File: config.mk
export PLATFORM = sky130hd
export DESIGN_NAME = dp_rr_sched
export DESIGN_NICKNAME = d
export VERILOG_FILES = /design/src/rtl/dp_rr_sched.sv
export SDC_FILE = /design/constraint.sdc
export NUM_CORES = 1
export LEC_CHECK = 0
export CAP_MARGIN = 20
export CORE_MARGIN = 2
export CORE_UTILIZATION = 36
export CTS_BUF_LIST = sky130_fd_sc_hd__clkbuf_16
export DETAILED_ROUTE_END_ITERATION = 12
export PLACE_DENSITY = 0.76
export SYNTH_ARGS = -nofsm -noshare
export SYNTH_HDL_FRONTEND = slang
export SYNTH_SLANG_ARGS = --single-unit
File: constraint.sdc
create_clock -name clka -period 1.43 [get_ports clka]
set_clock_uncertainty 0.1 [all_clocks]
set_input_delay 0.2145 -clock clka [delete_from_list [all_inputs] [get_ports clka]]
set_output_delay 0.2145 -clock clka [all_outputs]
set_load 0.05 [all_outputs]
File: src/rtl/dp_rr_sched.sv
// dp_rr_sched: round-robin scheduler that shares a single adder datapath
// among NREQ requesters.
//
// A pending request is picked round-robin from ptr. The winner's operands
// are latched into dp_d1/dp_d2 and dp_start is raised. All of these are held
// until dp_done arrives. The result then goes back on d_out together with a
// one-cycle ack to the winner.
//
// Ports:
//   clka      : system clock, all logic on posedge
//   restart   : synchronous active-high reset
//   req       : per-requester level request, held until ack
//   d1_in     : packed operand A, slice i belongs to requester i
//   d2_in     : packed operand B, slice i belongs to requester i
//   gnt       : one-hot grant, high from WAIT through RESP
//   ack       : one-hot, one-cycle result-valid pulse
//   d_out     : result for the acked requester, held until the next ack
//   busy      : high whenever the FSM is not IDLE
//   dp_start  : datapath start, held through WAIT
//   dp_d1     : registered datapath operand A
//   dp_d2     : registered datapath operand B
//   dp_dout   : datapath result
//   dp_done   : datapath completion
//   err       : (DP_TIMEOUT_EN only) timeout abort flag, high in the RESP cycle
//
// Build option: define DP_TIMEOUT_EN to add the err output and the WAIT
// timeout counter. Without it, WAIT persists until dp_done or restart.

module dp_rr_sched #(
    parameter int NREQ    = 4,
    parameter int WIDTH   = 4,
    parameter int TIMEOUT = 15
) (
    input  logic                    clka,
    input  logic                    restart,
    input  logic [NREQ-1:0]         req,
    input  logic [NREQ*WIDTH-1:0]   d1_in,
    input  logic [NREQ*WIDTH-1:0]   d2_in,
    output logic [NREQ-1:0]         gnt,
    output logic [NREQ-1:0]         ack,
    output logic [WIDTH-1:0]        d_out,
    output logic                    busy,
    output logic                    dp_start,
    output logic [WIDTH-1:0]        dp_d1,
    output logic [WIDTH-1:0]        dp_d2,
    input  logic [WIDTH-1:0]        dp_dout,
`ifdef DP_TIMEOUT_EN
    input  logic                    dp_done,
    output logic                    err
`else
    input  logic                    dp_done
`endif
);

    localparam int PW = (NREQ > 1) ? $clog2(NREQ) : 1;

    typedef enum logic [1:0] {IDLE, WAIT, RESP} state_t;

    state_t          state;
    logic [PW-1:0]   ptr;
    logic [PW-1:0]   win;
    logic [PW-1:0]   pick;
    logic [PW-1:0]   cand;
    logic            found;
    int unsigned     idx;

`ifdef DP_TIMEOUT_EN
    localparam int CW = $clog2(TIMEOUT + 1);
    logic [CW-1:0]   cnt;
`endif

    // Scan ptr, ptr+1, ... (mod NREQ). The first set request wins.
    always_comb begin
        pick  = '0;
        cand  = '0;
        found = 1'b0;
        idx   = 0;
        for (int unsigned i = 0; i < NREQ; i++) begin
            idx  = (32'(ptr) + i) % NREQ;
            cand = PW'(idx);
            if (!found && req[cand]) begin
                found = 1'b1;
                pick  = cand;
            end
        end
    end

    assign busy = (state != IDLE);

    always_ff @(posedge clka) begin
        if (restart) begin
            state    <= IDLE;
            ptr      <= '0;
            win      <= '0;
            gnt      <= '0;
            ack      <= '0;
            d_out    <= '0;
            dp_start <= 1'b0;
            dp_d1    <= '0;
            dp_d2    <= '0;
`ifdef DP_TIMEOUT_EN
            cnt      <= '0;
            err      <= 1'b0;
`endif
        end else begin
            case (state)
                IDLE: begin
                    if (found) begin
                        win      <= pick;
                        gnt      <= NREQ'(1) << pick;
                        dp_d1    <= d1_in[pick*WIDTH +: WIDTH];
                        dp_d2    <= d2_in[pick*WIDTH +: WIDTH];
                        dp_start <= 1'b1;
                        state    <= WAIT;
`ifdef DP_TIMEOUT_EN
                        cnt      <= '0;
`endif
                    end
                end
                WAIT: begin
                    if (dp_done) begin
                        d_out    <= dp_dout;
                        ack      <= gnt;
                        dp_start <= 1'b0;
                        state    <= RESP;
`ifdef DP_TIMEOUT_EN
                    end else if (cnt == CW'(TIMEOUT - 1)) begin
                        // Abort after TIMEOUT full WAIT cycles without dp_done.
                        d_out    <= '0;
                        ack      <= gnt;
                        err      <= 1'b1;
                        dp_start <= 1'b0;
                        state    <= RESP;
                    end else begin
                        cnt      <= cnt + 1'b1;
`endif
                    end
                end
                RESP: begin
                    ack   <= '0;
                    gnt   <= '0;
                    // Served requester drops to lowest priority.
                    ptr   <= (win == PW'(NREQ - 1)) ? '0 : win + 1'b1;
                    state <= IDLE;
`ifdef DP_TIMEOUT_EN
                    err   <= 1'b0;
`endif
                end
                default: state <= IDLE;
            endcase
        end
    end

endmodule

==> results.yml, run 1 <==
routing:
  routed-wl-met3_um: 253
  post-route-drc-count: 0
  dr.pass1.iters: 4
  viasPerCell: 5.22
  postRouteAntennaNets: 0
  drt_iter0_drc: 52
  met1Wirelength_mm: 1.72
  drt_wl_total_mm: 4.42
  post_drt_wl_per_cell_um: 16.3
  vias: 1421
  met2_length_mm: 2.44
  topRoutingLayerUsed: "met4"
timing:
  slew_headroom: 0.799
  rsz0062_at_grt: "yes"
  setup_slack_ns: -0.144
  max_slew.worst_pin.slew_ns: 0.300
  final.setup.tns_ns: -1.29
  period_share: 1.10
  finalHoldViolCount: 0
  final-setup-viol-count: 12
  layout_min_cycle_time_ns: 1.57
  whs_ns: 0.399
  fmax_ghz: 0.635
  slew_violations: 0
die:
  die_area_um2: 4090
  coreArea_um2: 3390
  die_w_um: 63.9
  io_pins: 65
  row_count: 21
  initial_core_util: 0.381
  die_y_um: 63.9
critical_path:
  cp-end-kind: "flop"
  cp_data_required_time_ns: 1.47
  path_class: "flop to flop"
  start_kind: "flop"
  critical_path_arrival_ns: 1.61
  path_max_fanout: 8
power:
  power.leakage_nw: 1.04
  clkPwrFrac: 0.269
  ir_worst_vdd_mv: 0.616
  switching_share: 0.308
  power_mw: 2.40
  p_sw_uw: 740
  comb_power_share: 0.369
  power_density_nw_per_um2: 924
  p_int_mw: 1.66
  p_seq_frac: 0.362
cts:
  cts_tree: "yes"
  cts_hold_buf: 0
  clk_pin_slew_worst_paths_ns: 0.07
  clkLatencyLatePin_ns: 0.26
  clock-sinks: 27
  cts-root-buf: "clkbuf_16"
  h-tree-depth: 1
  clk_path_buf_depth: 2
  cts_made_buffers: 3
final_layout:
  mostFrequentLayoutCells: "38 x clkdlybuf4s50_1, 23 x dfxtp_1, 23 x buf_12"
  drive_above_1_share: 0.385
  fillCellCount: 206
  nets: 271
  layout_commonest_cell: "clkdlybuf4s50_1"
  area_growth_syn_to_layout_pct: 101
  regArea_um2: 546
  multiInputGateArea_um2: 847
  stdcell_area_um2: 2600
  antenna_cells: 0
outcome:
  outcome: "finished, violations left"
  violations: "setup timing"
synthesis:
  synth_nets: 189
  synth_edf_count: 0
  synth_area_leaders: "dfxtp_1 42%, mux2i_1 14%, a21oi_1 6.6%, o221ai_1 5.4%, nand2_1 4.6%"
  synth_cells: 145
  ys.flop_type: "dfxtp_1"
  synth_cell_type_count: 29
  synthArstFlopShare: 0
  ys_ff_latch: 27
  synth_top_cell_area_share: 0.418
  yosys_warnings: 0
  yosys.area.top_type: "dfxtp_1"
  postSynthAreaPerCell_um2: 8.91
  synth_area_um2: 1290
  yosysSeqAreaShare: 0.418
grt:
  grt_max_degree: 20
  grtUsageTotal: 0.217
  grt_pass1_wl_mm: 7.00
  overflow: 0
  first_global_vias: 1510
  grt_antenna_before_repair: 0
run:
  drv_cap: 0
place:
  port_buffers: 64
  dpl_cell_area_um2: 2390
  dp_hpwl_mm: 3.06
  gp_congestion: 0.753
min_path:
  hp-class: "flop to flop"
-- critical path, stage by stage, from the launching register on --
cell and delay [ns]:
dfxtp_2 0.34, a21oi_1 0.16, nor3b_2 0.09, nor3_4 0.31, nand2b_4 0.21, buf_12 0.13
o221ai_2 0.11
-- layout make-up --
cell class,count,share of cell area
multi-input combinational,105,0.325
clock buffer,3,0.0288
sequential,27,0.210
inverter,4,0.00577
tap,46,0.0221
clock inverter,1,0.00288
timing repair buffer,86,0.406
-- final timing paths --
| check | start | endpoint | slack [ns] | cells past startpoint |
|---|---|---|---|---|
| setup reg to reg | ptr[1] | dp_d2[3] | -0.14 | 6 |
| hold reg to reg | d_out[0] | d_out[0] | 0.40 | 2 |
| hold / removal | d_out[0] | d_out[0] | 0.40 | 2 |
| setup / recovery | ptr[1] | dp_d2[3] | -0.14 | 6 |
-- through the flow --
step           utilization  cells  setup slack, ns
6_report             0.768    272           -0.144
4_1_cts              0.764    272           -0.117
3_3_place_gp         0.705    265           -0.577
2_1_floorplan            -    145          -0.0422
3_5_place_dp         0.705    265           -0.647
5_1_grt              0.768    272           -0.206
-- registers in the layout, indices dropped and copies added, names as in the netlist --
name / count
d_out: 4
ack: 4
dp_start: 1
dp_d1: 4
win: 2
state: 2
ptr: 2
dp_d2: 4
gnt: 4
-- layer usage --
layer	up-vias	track usage
met1	685	0.233
met4	0	0.0408
met2	48	0.428
met3	2	0.0458
met5	-	0
li1	686	-
-- what timing repair did --
| item | CTS | global route |
|---|---|---|
| pin swaps | 11 | 4 |
| setup buffers | 2 | 0 |
| gates cloned | 1 | 0 |
| gates resized for setup | 31 | 10 |
| setup endpoints to repair | 17 | 18 |
-- cells by family (layout without fill, tap and decap cells) --
logic type,count (synthesis),after routing,synth area share
flops,27,27,0.418
compound gates,29,29,0.141
simple gates,57,57,0.241
fa+ha+maj,1,1,0.00968
buf+inv,13,94,0.0503
mux,18,18,0.139
-- power by group through the flow --
stage / clock (mW) / sequential, mW / combinational [mW]
4_1_cts: 0.646 / 0.868 / 0.872
2_1_floorplan: 0 / 1.01 / 0.247
3_5_place_dp: 0 / 0.879 / 0.805
5_1_grt: 0.678 / 0.875 / 0.923
6_report: 0.646 / 0.871 / 0.888
3_3_place_gp: 0 / 0.879 / 0.788
-- cells in the mapped netlist (2+ instances only) --
cell type   n
a21oi_1    17
buf_4       2
clkbuf_1    5
dfxtp_1    27
inv_1       4
mux2i_1    18
nand2_1    16
nand2b_1    4
nand3_1     8
nand3b_1    8
nor2_1     10
nor3_1      2
o221ai_1    8
No activity file was read; power rests on OpenSTA's default activity.
==> inputs of run 2 (changes only) <==
- CELL_PAD_IN_SITES_DETAIL_PLACEMENT: not set -> 0
- CELL_PAD_IN_SITES_GLOBAL_PLACEMENT: not set -> 1
- CORE_UTILIZATION: 36 -> 30
- PLACE_DENSITY: 0.76 -> not set
- PLACE_DENSITY_LB_ADDON: not set -> 0.1
- clock period: 1.43 -> 1.9 ns (I/O delays scaled with it)
==> run 2 against run 1 <==
Compared with the run above: the flow now finishes without violations; power shrank 33%; hold slack lost 0.038 ns; first-iteration DRC count is the same.
==> results.yml, run 2 (synthesized netlist as in run 1, its figures left out) <==
routing:
  post-route-drc-count: 0
  post_drt_wl_per_cell_um: 13.7
  viasPerCell: 4.96
  drt_wl_total_mm: 3.59
  vias: 1305
  drt_iter0_drc: 52
  postRouteAntennaNets: 0
  dr.pass1.iters: 4
die:
  io_pins: 65
  coreArea_um2: 4090
  row_count: 23
  die_y_um: 69.6
  die_area_um2: 4850
  initial_core_util: 0.316
  die_w_um: 69.6
cts:
  clk_pin_slew_worst_paths_ns: 0.06
  clkLatencyLatePin_ns: 0.26
  h-tree-depth: 1
  cts_made_buffers: 3
  clock-sinks: 27
  cts-root-buf: "clkbuf_16"
  cts_hold_buf: 0
  cts_tree: "yes"
  clk_path_buf_depth: 2
  postCtsSetupBuffers: 0
power:
  power_mw: 1.61
  p_int_mw: 1.13
  power.leakage_nw: 0.896
  ir_worst_vdd_mv: 0.404
  p_seq_frac: 0.392
  power_density_nw_per_um2: 744
  comb_power_share: 0.313
  p_sw_uw: 482
  clkPwrFrac: 0.295
  switching_share: 0.299
critical_path:
  slowest_stage: "clkdlybuf4s50_1"
  start_kind: "input port"
  path_max_fanout: 8
  cp_data_required_time_ns: 1.93
  cp-end-kind: "flop"
  critical_path_arrival_ns: 1.87
  crit_chain: "clkdlybuf4s50_1 -> o22ai_1 -> a211o_4 -> clkbuf_16 -> mux2i_1 -> o221ai_1"
  worstPathBufferInverterCount: 2
  path_delay_family: "buffers and inverters"
  slowest_delay_ns: 0.56
  path_class: "input port to flop"
final_layout:
  mostFrequentLayoutCells: "60 x clkdlybuf4s50_1, 27 x dfxtp_1, 17 x mux2i_1"
  nets: 258
  layout.cells.non_filler: 263
  drive_above_1_share: 0.103
  antenna_cells: 0
  area_growth_syn_to_layout_pct: 67.6
  layout_commonest_cell: "clkdlybuf4s50_1"
  stdcell_area_um2: 2170
timing:
  period_share: 0.965
  max_slew.worst_pin.slew_ns: 0.523
  whs_ns: 0.361
  slew_headroom: 0.650
  finalHoldViolCount: 0
  final-setup-viol-count: 0
  final.setup.tns_ns: 0
  layout_min_cycle_time_ns: 1.83
  fmax_ghz: 0.545
  slew_violations: 0
  rsz0062_at_grt: "no"
place:
  dpl_cell_area_um2: 2040
  port_buffers: 64
  dp_cells: 258
  gp_congestion: 0.740
  dp_hpwl_mm: 2.73
run:
  drv_cap: 0
grt:
  grt_antenna_before_repair: 0
  first_global_vias: 1240
  grtUsageTotal: 0.146
  grt_pass1_wl_mm: 5.75
  overflow: 0
  grt_max_degree: 20
outcome:
  outcome: "finished, final reports clean"
min_path:
  hp-class: "flop to flop"
run 2: changes by cell type in the layout (fill, tap and decap cells not counted), sizes merged:
cell           delta
clkbuf            -1
clkdlybuf4s15     -1
clkdlybuf4s50    +22
buf              -35
clkinvlp          -1
inv               +1
dlymetal6s2s      +2
run 2: layer usage:
layer  up-vias  global-route usage  part of all wire  routed length, µm
li1        662                   -                 -                  -
met1       595               0.181              0.42               1530
met2        44               0.256              0.51               1850
met3         4              0.0218             0.049                177
met4         0              0.0513             0.011                 41
met5         -                   0                 0                  0
run 2: path summary, 6_finish.rpt:
check | start | endpoint | slack, ns | cells after the start
setup / recovery | req[3] | dp_d2[0] | 0.07 | 6
hold / removal | d_out[2] | d_out[2] | 0.36 | 2
setup reg to reg | ptr[0] | dp_d2[0] | 0.27 | 6
hold reg to reg | d_out[2] | d_out[2] | 0.36 | 2
run 2: cell type report:
cell class / count / area [µm²]
inverter: 4 / 15.0
sequential: 27 / 541
tap: 50 / 62.6
clock inverter: 1 / 3.75
timing repair buffer: 73 / 763
fill: 373 / 1920
multi-input combinational: 105 / 706
clock buffer: 3 / 75.1
run 2: worst min-delay path, cell delays in order (launching register included):
cell and delay (ns):
dfxtp_1 0.31, nand2_1 0.05, a21oi_1 0.06
run 2: power by group through the flow:
stage	registers, mW	logic [mW]	clock network (mW)
floorplan	0.757	0.159	0
global placement	0.644	0.482	0
detailed placement	0.644	0.491	0
CTS	0.632	0.492	0.487
global route	0.637	0.536	0.510
finish	0.632	0.504	0.476
run 2: what timing repair did:
action	4_1_cts	5_1_grt
endpoints found under the setup margin	0	8
endpoints found under the hold margin	0	0
resized for setup	0	7
run 2: per-stage QoR:
step	worst slack, ns	utilization
floorplan	0.339	-
global placement	-0.186	0.499
detailed placement	-0.280	0.499
CTS	0.00967	0.518
global route	0.0205	0.530
finish	0.0660	0.530
==> inputs of run 3 (changes only) <==
- CORE_UTILIZATION: 30 -> 28
- clock period: 1.9 -> 2 ns (I/O delays scaled with it)
==> run 3 against run 2 <==
Compared with the run above: largest power group unchanged; first-iteration DRC count fell by 13%; worst setup slack gained 0.046 ns; utilization is 4.5 points lower; count of clock-buffer cells in the layout stayed put.
==> results.yml, run 3 (synthesized netlist as in run 1, its figures left out) <==
final_layout:
  layout.cells.non_filler: 268
  mostFrequentLayoutCells: "63 x clkdlybuf4s50_1, 27 x dfxtp_1, 18 x mux2i_1"
  layout_commonest_cell: "clkdlybuf4s50_1"
  fillCellCount: 417
  stdcell_area_um2: 2140
  drive_above_1_share: 0.0972
  area_growth_syn_to_layout_pct: 65.7
  antenna_cells: 0
  nets: 261
die:
  die_y_um: 71.9
  die_area_um2: 5180
  initial_core_util: 0.293
  io_pins: 65
  die_w_um: 71.9
  row_count: 24
  coreArea_um2: 4410
cts:
  clock-sinks: 27
  cts_made_buffers: 3
  cts_hold_buf: 0
  h-tree-depth: 1
  clkLatencyLatePin_ns: 0.26
  cts-root-buf: "clkbuf_16"
  clk_path_buf_depth: 2
  clk_pin_slew_worst_paths_ns: 0.07
  cts_tree: "yes"
grt:
  grt_pass1_wl_mm: 6.01
  grtUsageTotal: 0.145
  overflow: 0
  first_global_vias: 1375
  grt_max_degree: 17
  grt_antenna_before_repair: 0
timing:
  fmax_ghz: 0.530
  finalHoldViolCount: 0
  period_share: 0.944
  final-setup-viol-count: 0
  layout_min_cycle_time_ns: 1.89
  slew_violations: 0
  rsz0062_at_grt: "no"
  max_slew.worst_pin.slew_ns: 0.524
  final.setup.tns_ns: 0
  slew_headroom: 0.650
critical_path:
  cp-end-kind: "flop"
  cp_data_required_time_ns: 2.09
  slowest_stage: "clkdlybuf4s50_1"
  worst_path_most_repeated_cell: "a21oi_1"
  r2r-end: "gnt[1]"
  slowest_delay_ns: 0.54
  reg2reg_depth: 6
  start_kind: "input port"
  worstPathBufferInverterCount: 2
  reg2reg_from: "ptr[0]"
  path_max_fanout: 5
  path_class: "input port to flop"
  path_delay_family: "buffers and inverters"
  critical_path_arrival_ns: 1.98
  reg2reg_setup_slack_ns: 0.33
  crit_chain: "clkdlybuf4s50_1 -> nand2b_1 -> a21oi_1 -> a211o_1 -> buf_4 -> or3_1 -> a21oi_1"
routing:
  drt_wl_total_mm: 3.43
  postRouteAntennaNets: 0
  viasPerCell: 4.85
  vias: 1301
  drt_iter0_drc: 45
  post-route-drc-count: 0
  dr.pass1.iters: 4
  post_drt_wl_per_cell_um: 12.8
power:
  power.leakage_nw: 0.878
  power_mw: 1.52
  ir_worst_vdd_mv: 0.332
  power_density_nw_per_um2: 708
outcome:
  outcome: "finished, final reports clean"
min_path:
  hold-path-cell-count: 2
  hp-class: "flop to flop"
  worstHoldEndpoint: "d_out[2]"
  hp-start: "d_out[2]"
place:
  gp_congestion: 0.720
  dp_cells: 262
  dp_hpwl_mm: 2.67
  port_buffers: 64
  dpl_cell_area_um2: 2030
run:
  drv_cap: 0
## run 3: cell type report
cell class,count,area [µm²],share of cell area
well taps,52,65.1,0.0304
flip-flops and latches,27,541,0.252
clock buffers,3,75.1,0.0350
repair buffers,76,753,0.352
inverters,4,15.0,0.00701
multi-input cells,105,689,0.322
clock inverters,1,3.75,0.00175
## run 3: power by group
part	total (mW)	switching, mW	internal, mW
Sequential	0.600	0.0239	0.576
Clock	0.448	0.181	0.268
Combinational	0.467	0.246	0.222
## run 3: how the worst max path moves through the flow
stage,from,to,slack (ns),cells after the start
6_report,req[1],gnt[1],0.11,7
4_1_cts,req[1],dp_d2[3],0.05,7
3_3_place_gp,req[0],dp_d1[2],-0.13,6
3_5_place_dp,req[1],dp_d2[3],-0.23,7
2_1_floorplan,req[0],dp_d1[0],0.42,6
5_1_grt,req[1],gnt[0],0.006,7
## run 3: timing repair
action / 4_1_cts / 5_1_grt
setup endpoints to repair: 0 / 8
setup buffers: 0 / 2
resized for setup: 0 / 4
## run 3: per-layer routing
metal  vias up  GRT usage  share of wire
met1       589      0.167           0.42
met5         -          0              0
met2        43      0.270           0.51
met3         4     0.0250          0.056
met4         0     0.0461         0.0073
li1        665          -              -
## run 3: worst register-to-register path, delay by kind of cell, from the launching register on
kind            cells  cell delay (ns)
compound gates      3             0.53
buf+inv             1             0.17
flops               1             0.36
simple gates        2             0.44
## run 3: metrics by stage
stage,hold slack [ns],worst slack [ns],util
after floorplan,0.336,0.424,-
after global placement,0.341,-0.133,0.461
after detailed placement,0.347,-0.230,0.461
after CTS,0.357,0.0480,0.478
after global routing,0.373,0.00558,0.485
final,0.355,0.112,0.485
==> RTL edit 1 (flow settings as in run 3) <==
The parameter `NREQ` goes from 4 to 8.
--- a/src/rtl/dp_rr_sched.sv
+++ b/src/rtl/dp_rr_sched.sv
@@ -27,7 +27,7 @@
 // timeout counter. Without it, WAIT persists until dp_done or restart.
 
 module dp_rr_sched #(
-    parameter int NREQ    = 4,
+    parameter int NREQ    = 8,
     parameter int WIDTH   = 4,
     parameter int TIMEOUT = 15
 ) (
Interface: changed (5 resized); port bits go from 65 to 109. No check against the original RTL was run, so the function may have changed too.
==> RTL edit 1 against run 3 <==
The run now ends with setup timing left; final area grew to 2.7 times the old value; area after synthesis grew to 2.6 times the old value; via count increased to 2.8 times the old value; wire length increased to 3.6 times the old value; sequential cell count up 10; worst setup slack worse by 1.8 ns; power is 120% higher; count of clock-buffer cells in the layout is 2 higher; die area up 140%; global-route usage is 4.7 points higher; fmax shrank 48%.
==> RTL edit 1: results (changes against run 3) <==
.. list-table::
   :header-rows: 1

   * - Metric
     - Value
   * - Lkg Pwr
     - 0.00235 µW (+170%)
   * - Violated checks
     - setup timing
   * - Netlist cell types
     - 59 (+100%)
   * - Number of buffers created by CTS
     - 5 (+2)
   * - Top fanout value on the critical path
     - 16 (+11)
   * - Delay of the slowest cell on the worst path
     - 0.56 ns (+0.02 ns)
   * - Vias in the first global route
     - 3873 (+180%)
   * - DRT Wirelength
     - 12400 µm (+260%)
   * - Detailed Place HPWL
     - 8760 µm (+230%)
   * - First-iteration detailed-routing DRC count
     - 250 (+460%)
   * - All-Layer GR Usage
     - 19.1% (+4.7 points)
   * - Max stage delay cell, worst path
     - sky130_fd_sc_hd__or4_4
   * - Routed via count
     - 3639 (+180%)
   * - Number of cells in the design after placement
     - 676 (+160%)
   * - Wire length of the first global-routing pass
     - 19600 µm (+230%)
   * - Worst-case setup margin in the final layout
     - -1.65 ns (-1.76 ns)
   * - Status
     - complete, but fails checks
   * - Met1 global-route usage
     - 22.7% (+6.0 points)
   * - Synthesized instance count
     - 371 (+160%)
   * - Top cell types by occurrence after synthesis
     - 38 x sky130_fd_sc_hd__a21oi_1, 38 x sky130_fd_sc_hd__nor2_1, 37 x sky130_fd_sc_hd__dfxtp_1
   * - Worst skew pair latency
     - 0.28 ns (+0.02 ns)
   * - Nets
     - 645 (+150%)
   * - Portion of the post-synthesis area used by sequential elements
     - 22.5% (-19 points)
   * - Synth Net Count
     - 454 (+140%)
   * - Pin count of the biggest net entering global routing
     - 38 (+21)
   * - Peak supply drop
     - 0.000375 V (+13%)
   * - Worst-case headroom to the max-slew limit
     - 57.1% (-7.9 points)
   * - Final Setup Violations
     - 21 (+21)
   * - Routed wire length per instance
     - 17.5 µm (+37%)
[RTL edit 1: report_power, final]
part	leakage [µW]	switching, µW	internal [µW]
combinational	0.00198	815	887
clock	0.0000693	326	458
sequential	0.000303	36.1	792
[RTL edit 1: kinds of logic after synthesis]
kind of cell | synth area share (%)
mux | 29.6
compound gates | 20.9
simple gates | 18.0
flops | 22.5
fa+ha+maj | 1.52
buf+inv | 6.53
xor+xnor | 1.02
[RTL edit 1: layout make-up]
cell class	count	area [µm²]
clock buffer	5	125
multi-input combinational	293	2620
sequential	37	743
timing repair buffer	218	2150
tap	143	179
clock inverter	3	16.3
inverter	7	31.3
fill	1077	5600
[RTL edit 1: metrics by stage]
step	utilization [%]	instance area (µm²)	setup TNS, ns	setup slack, ns
3_3_place_gp	45.4	5200	-34.72	-1.75
2_1_floorplan	-	3440	-33.98	-1.85
6_report	51.1	5860	-32.67	-1.65
5_1_grt	51.1	5860	-34.36	-1.74
3_5_place_dp	45.4	5200	-36.00	-1.82
4_1_cts	49.3	5650	-31.84	-1.64
[RTL edit 1: path summary, 6_finish.rpt]
kind	cells after the start	endpoint	slack (ns)	start
max	13	dp_d2[1]$_SDFFE_PP0P_	-1.65	ptr[1]$_SDFFE_PP0P_
min	2	dp_start$_SDFFE_PP0P_	0.37	dp_start$_SDFFE_PP0P_
max reg2reg	13	dp_d2[1]$_SDFFE_PP0P_	-1.65	ptr[1]$_SDFFE_PP0P_
min reg2reg	2	dp_start$_SDFFE_PP0P_	0.37	dp_start$_SDFFE_PP0P_
[RTL edit 1: repair_timing]
action                                  in CTS  in global routing
hold endpoints to repair                     0                  0
endpoints found under the setup margin      21                 21
gates cloned                                 4                  1
pin swaps                                   13                 13
resized for setup                           19                 31
hold buffers                                 0                  0
setup buffers                               15                  4
[RTL edit 1: metal layers]
metal | wire length (µm) | vias up
met4 | 327 | 0
li1 | - | 1800
met2 | 6210 | 92
met1 | 5280 | 1723
met5 | 0 | -
met3 | 552 | 24
[RTL edit 1: critical path: cells and delay by family, from the launching register on]
kind / cells / cell delay [ns]
multiplexers: 3 / 1.13
AND/OR/NAND/NOR: 2 / 0.71
AO/OA/AOI/OAI: 4 / 0.54
flip-flops: 1 / 0.36
buffers and inverters: 3 / 0.36
adder cells (fa/ha/maj): 1 / 0.31
==> RTL edit 2 (flow settings as in run 3) <==
Without the edit above. Build with the macro `DP_TIMEOUT_EN` defined.
--- a/src/rtl/dp_rr_sched.sv
+++ b/src/rtl/dp_rr_sched.sv
@@ -25,6 +25,8 @@
 //
 // Build option: define DP_TIMEOUT_EN to add the err output and the WAIT
 // timeout counter. Without it, WAIT persists until dp_done or restart.
+
+`define DP_TIMEOUT_EN
 
 module dp_rr_sched #(
     parameter int NREQ    = 4,
Function (old outputs only; new: err): same outputs for any inputs over 4 cycles, from zero or initial values; that may be too few to reach the edited logic, so the function may still have changed.
==> RTL edit 2 against run 3 <==
Worst setup slack gained 0.0099 ns; sequential cell count increased by 5; final area increased by 28%; worst hold slack worse by 0.0044 ns; power increased by 53%; clock power up 88%; area after synthesis is 32% higher; count of clock-buffer cells in the layout grew 2; wire length increased by 37%; non-clock buffer count increased by 11; critical path depth is the same.
==> RTL edit 2: results (changes against run 3) <==
.. list-table::
   :header-rows: 1

   * - Metric
     - Value
   * - Status
     - complete, no violations
   * - All-Layer GR Usage
     - 15.3% (+0.83 points)
   * - Detailed Place HPWL
     - 3570 µm (+34%)
   * - Weighted congestion reported at the end of routability-driven placement
     - 0.736 (+2.3%)
   * - Detail-routed via count per cell
     - 4.78 (-1.5%)
   * - H-tree depth reported by CTS
     - 2 (+1)
   * - Final cell count without fillers
     - 348 (+30%)
   * - Nets
     - 322 (+23%)
   * - Reg-to-reg critical path endpoint
     - gnt[2]$_SDFFE_PP0P_
   * - Min-Delay Startpoint
     - ack[2]$_SDFFE_PP0P_
   * - Worst setup endpoint
     - dp_d1[0]$_SDFFE_PP0P_
   * - Lkg Pwr
     - 0.00109 µW (+24%)
   * - Source of the worst register-to-register timing path
     - state[1]$_SDFFE_PP0P_
   * - Worst reg2reg setup slack
     - 0.20 ns (-0.13 ns)
   * - Synth area leaders
     - sky130_fd_sc_hd__dfxtp_1 38%, sky130_fd_sc_hd__mux2i_1 6.5%, sky130_fd_sc_hd__a211oi_1 5.7%
   * - Worst setup slack before clock tree synthesis
     - -0.147 ns (+0.0829 ns)
   * - Vias in the first global route
     - 1670 (+21%)
   * - Synth Net Count
     - 238 (+26%)
   * - Count of cells along the worst register-to-register path
     - 8 (+2)
   * - DRT Wirelength
     - 4690 µm (+37%)
   * - Peak supply drop
     - 0.000357 V (+7.5%)
   * - Portion of the post-synthesis area used by sequential elements
     - 37.7% (-4.1 points)
   * - Switching share of total power
     - 31.0% (+1.3 points)
   * - Wire length of the first global-routing pass
     - 7740 µm (+29%)
   * - Netlist cell types
     - 42 (+45%)
   * - Pin count of the biggest net entering global routing
     - 32 (+15)
   * - Number of buffers created by CTS
     - 5 (+2)
   * - Buffers added on ports
     - 65 (+1.6%)
   * - Top fanout value on the critical path
     - 10 (+5)
   * - Terminating pin of the worst hold path
     - ack[2]$_SDFFE_PP0P_
   * - Final min period
     - 1.88 ns (-0.00990 ns)
   * - Number of fill cells
     - 590 (+41%)
   * - Number of cells in the design after placement
     - 339 (+29%)
   * - Synthesized instance count
     - 188 (+30%)
   * - Share of post-route cells with drive strength above 1
     - 15.8% (+6.0 points)
   * - Placement-stage cell area
     - 2560 µm² (+26%)
   * - Arr. time, crit path
     - 1.92 ns (-0.06 ns)
   * - First-iteration detailed-routing DRC count
     - 37 (-18%)
   * - Top cell types by occurrence after synthesis
     - 32 x sky130_fd_sc_hd__dfxtp_1, 17 x sky130_fd_sc_hd__nor2_1, 16 x sky130_fd_sc_hd__nand2_1
   * - Clock Path Buffers
     - 2 (unchanged)
   * - Worst-Margin Slew
     - 0.518 ns (-0.00576 ns)
-- RTL edit 2: cell types whose count changed in the layout (fill, tap and decap cells not counted), moves of 7 or more --
cell                       change
sky130_fd_sc_hd__o21bai_1      +9
sky130_fd_sc_hd__nand3b_1      -8
sky130_fd_sc_hd__a211oi_1     +13
sky130_fd_sc_hd__mux2i_1       -7
sky130_fd_sc_hd__a21boi_0      +8
sky130_fd_sc_hd__o221ai_1      -8
sky130_fd_sc_hd__buf_4        +10
-- RTL edit 2: cell families after synthesis --
| family | share of synthesized area (%) |
|---|---|
| flops | 37.7 |
| buf+inv | 5.37 |
| compound gates | 28.9 |
| simple gates | 14.7 |
| fa+ha+maj | 5.15 |
| xor+xnor | 1.03 |
| mux | 7.14 |
-- RTL edit 2: per-layer routing --
layer / track usage [%] / share of wire, % / up-vias
met4: 6.50 / 1.6 / 0
li1: - / - / 857
met5: 0 / 0 / -
met1: 17.0 / 44 / 758
met3: 4.29 / 5.3 / 7
met2: 27.1 / 49 / 42
-- RTL edit 2: cell type report --
| cell class | count | area share (%) |
|---|---|---|
| Clock buffer | 5 | 4.56 |
| Clock inverter | 3 | 1.41 |
| Inverter | 8 | 1.09 |
| Multi-Input combinational cell | 138 | 35.6 |
| Sequential cell | 32 | 23.3 |
| Tap cell | 75 | 3.42 |
| Timing Repair Buffer | 87 | 30.6 |
-- RTL edit 2: power by group through the flow --
stage | clock network, µW | registers, µW | logic, µW
2_1_floorplan | 0 | 903 | 276
3_3_place_gp | 0 | 749 | 747
3_5_place_dp | 0 | 747 | 745
4_1_cts | 876 | 736 | 746
5_1_grt | 896 | 743 | 809
6_report | 842 | 735 | 743
-- RTL edit 2: what timing repair did --
action / CTS / global route
endpoints found under the setup margin: 0 / 6
gates resized for setup: 0 / 2
setup buffers: 0 / 1
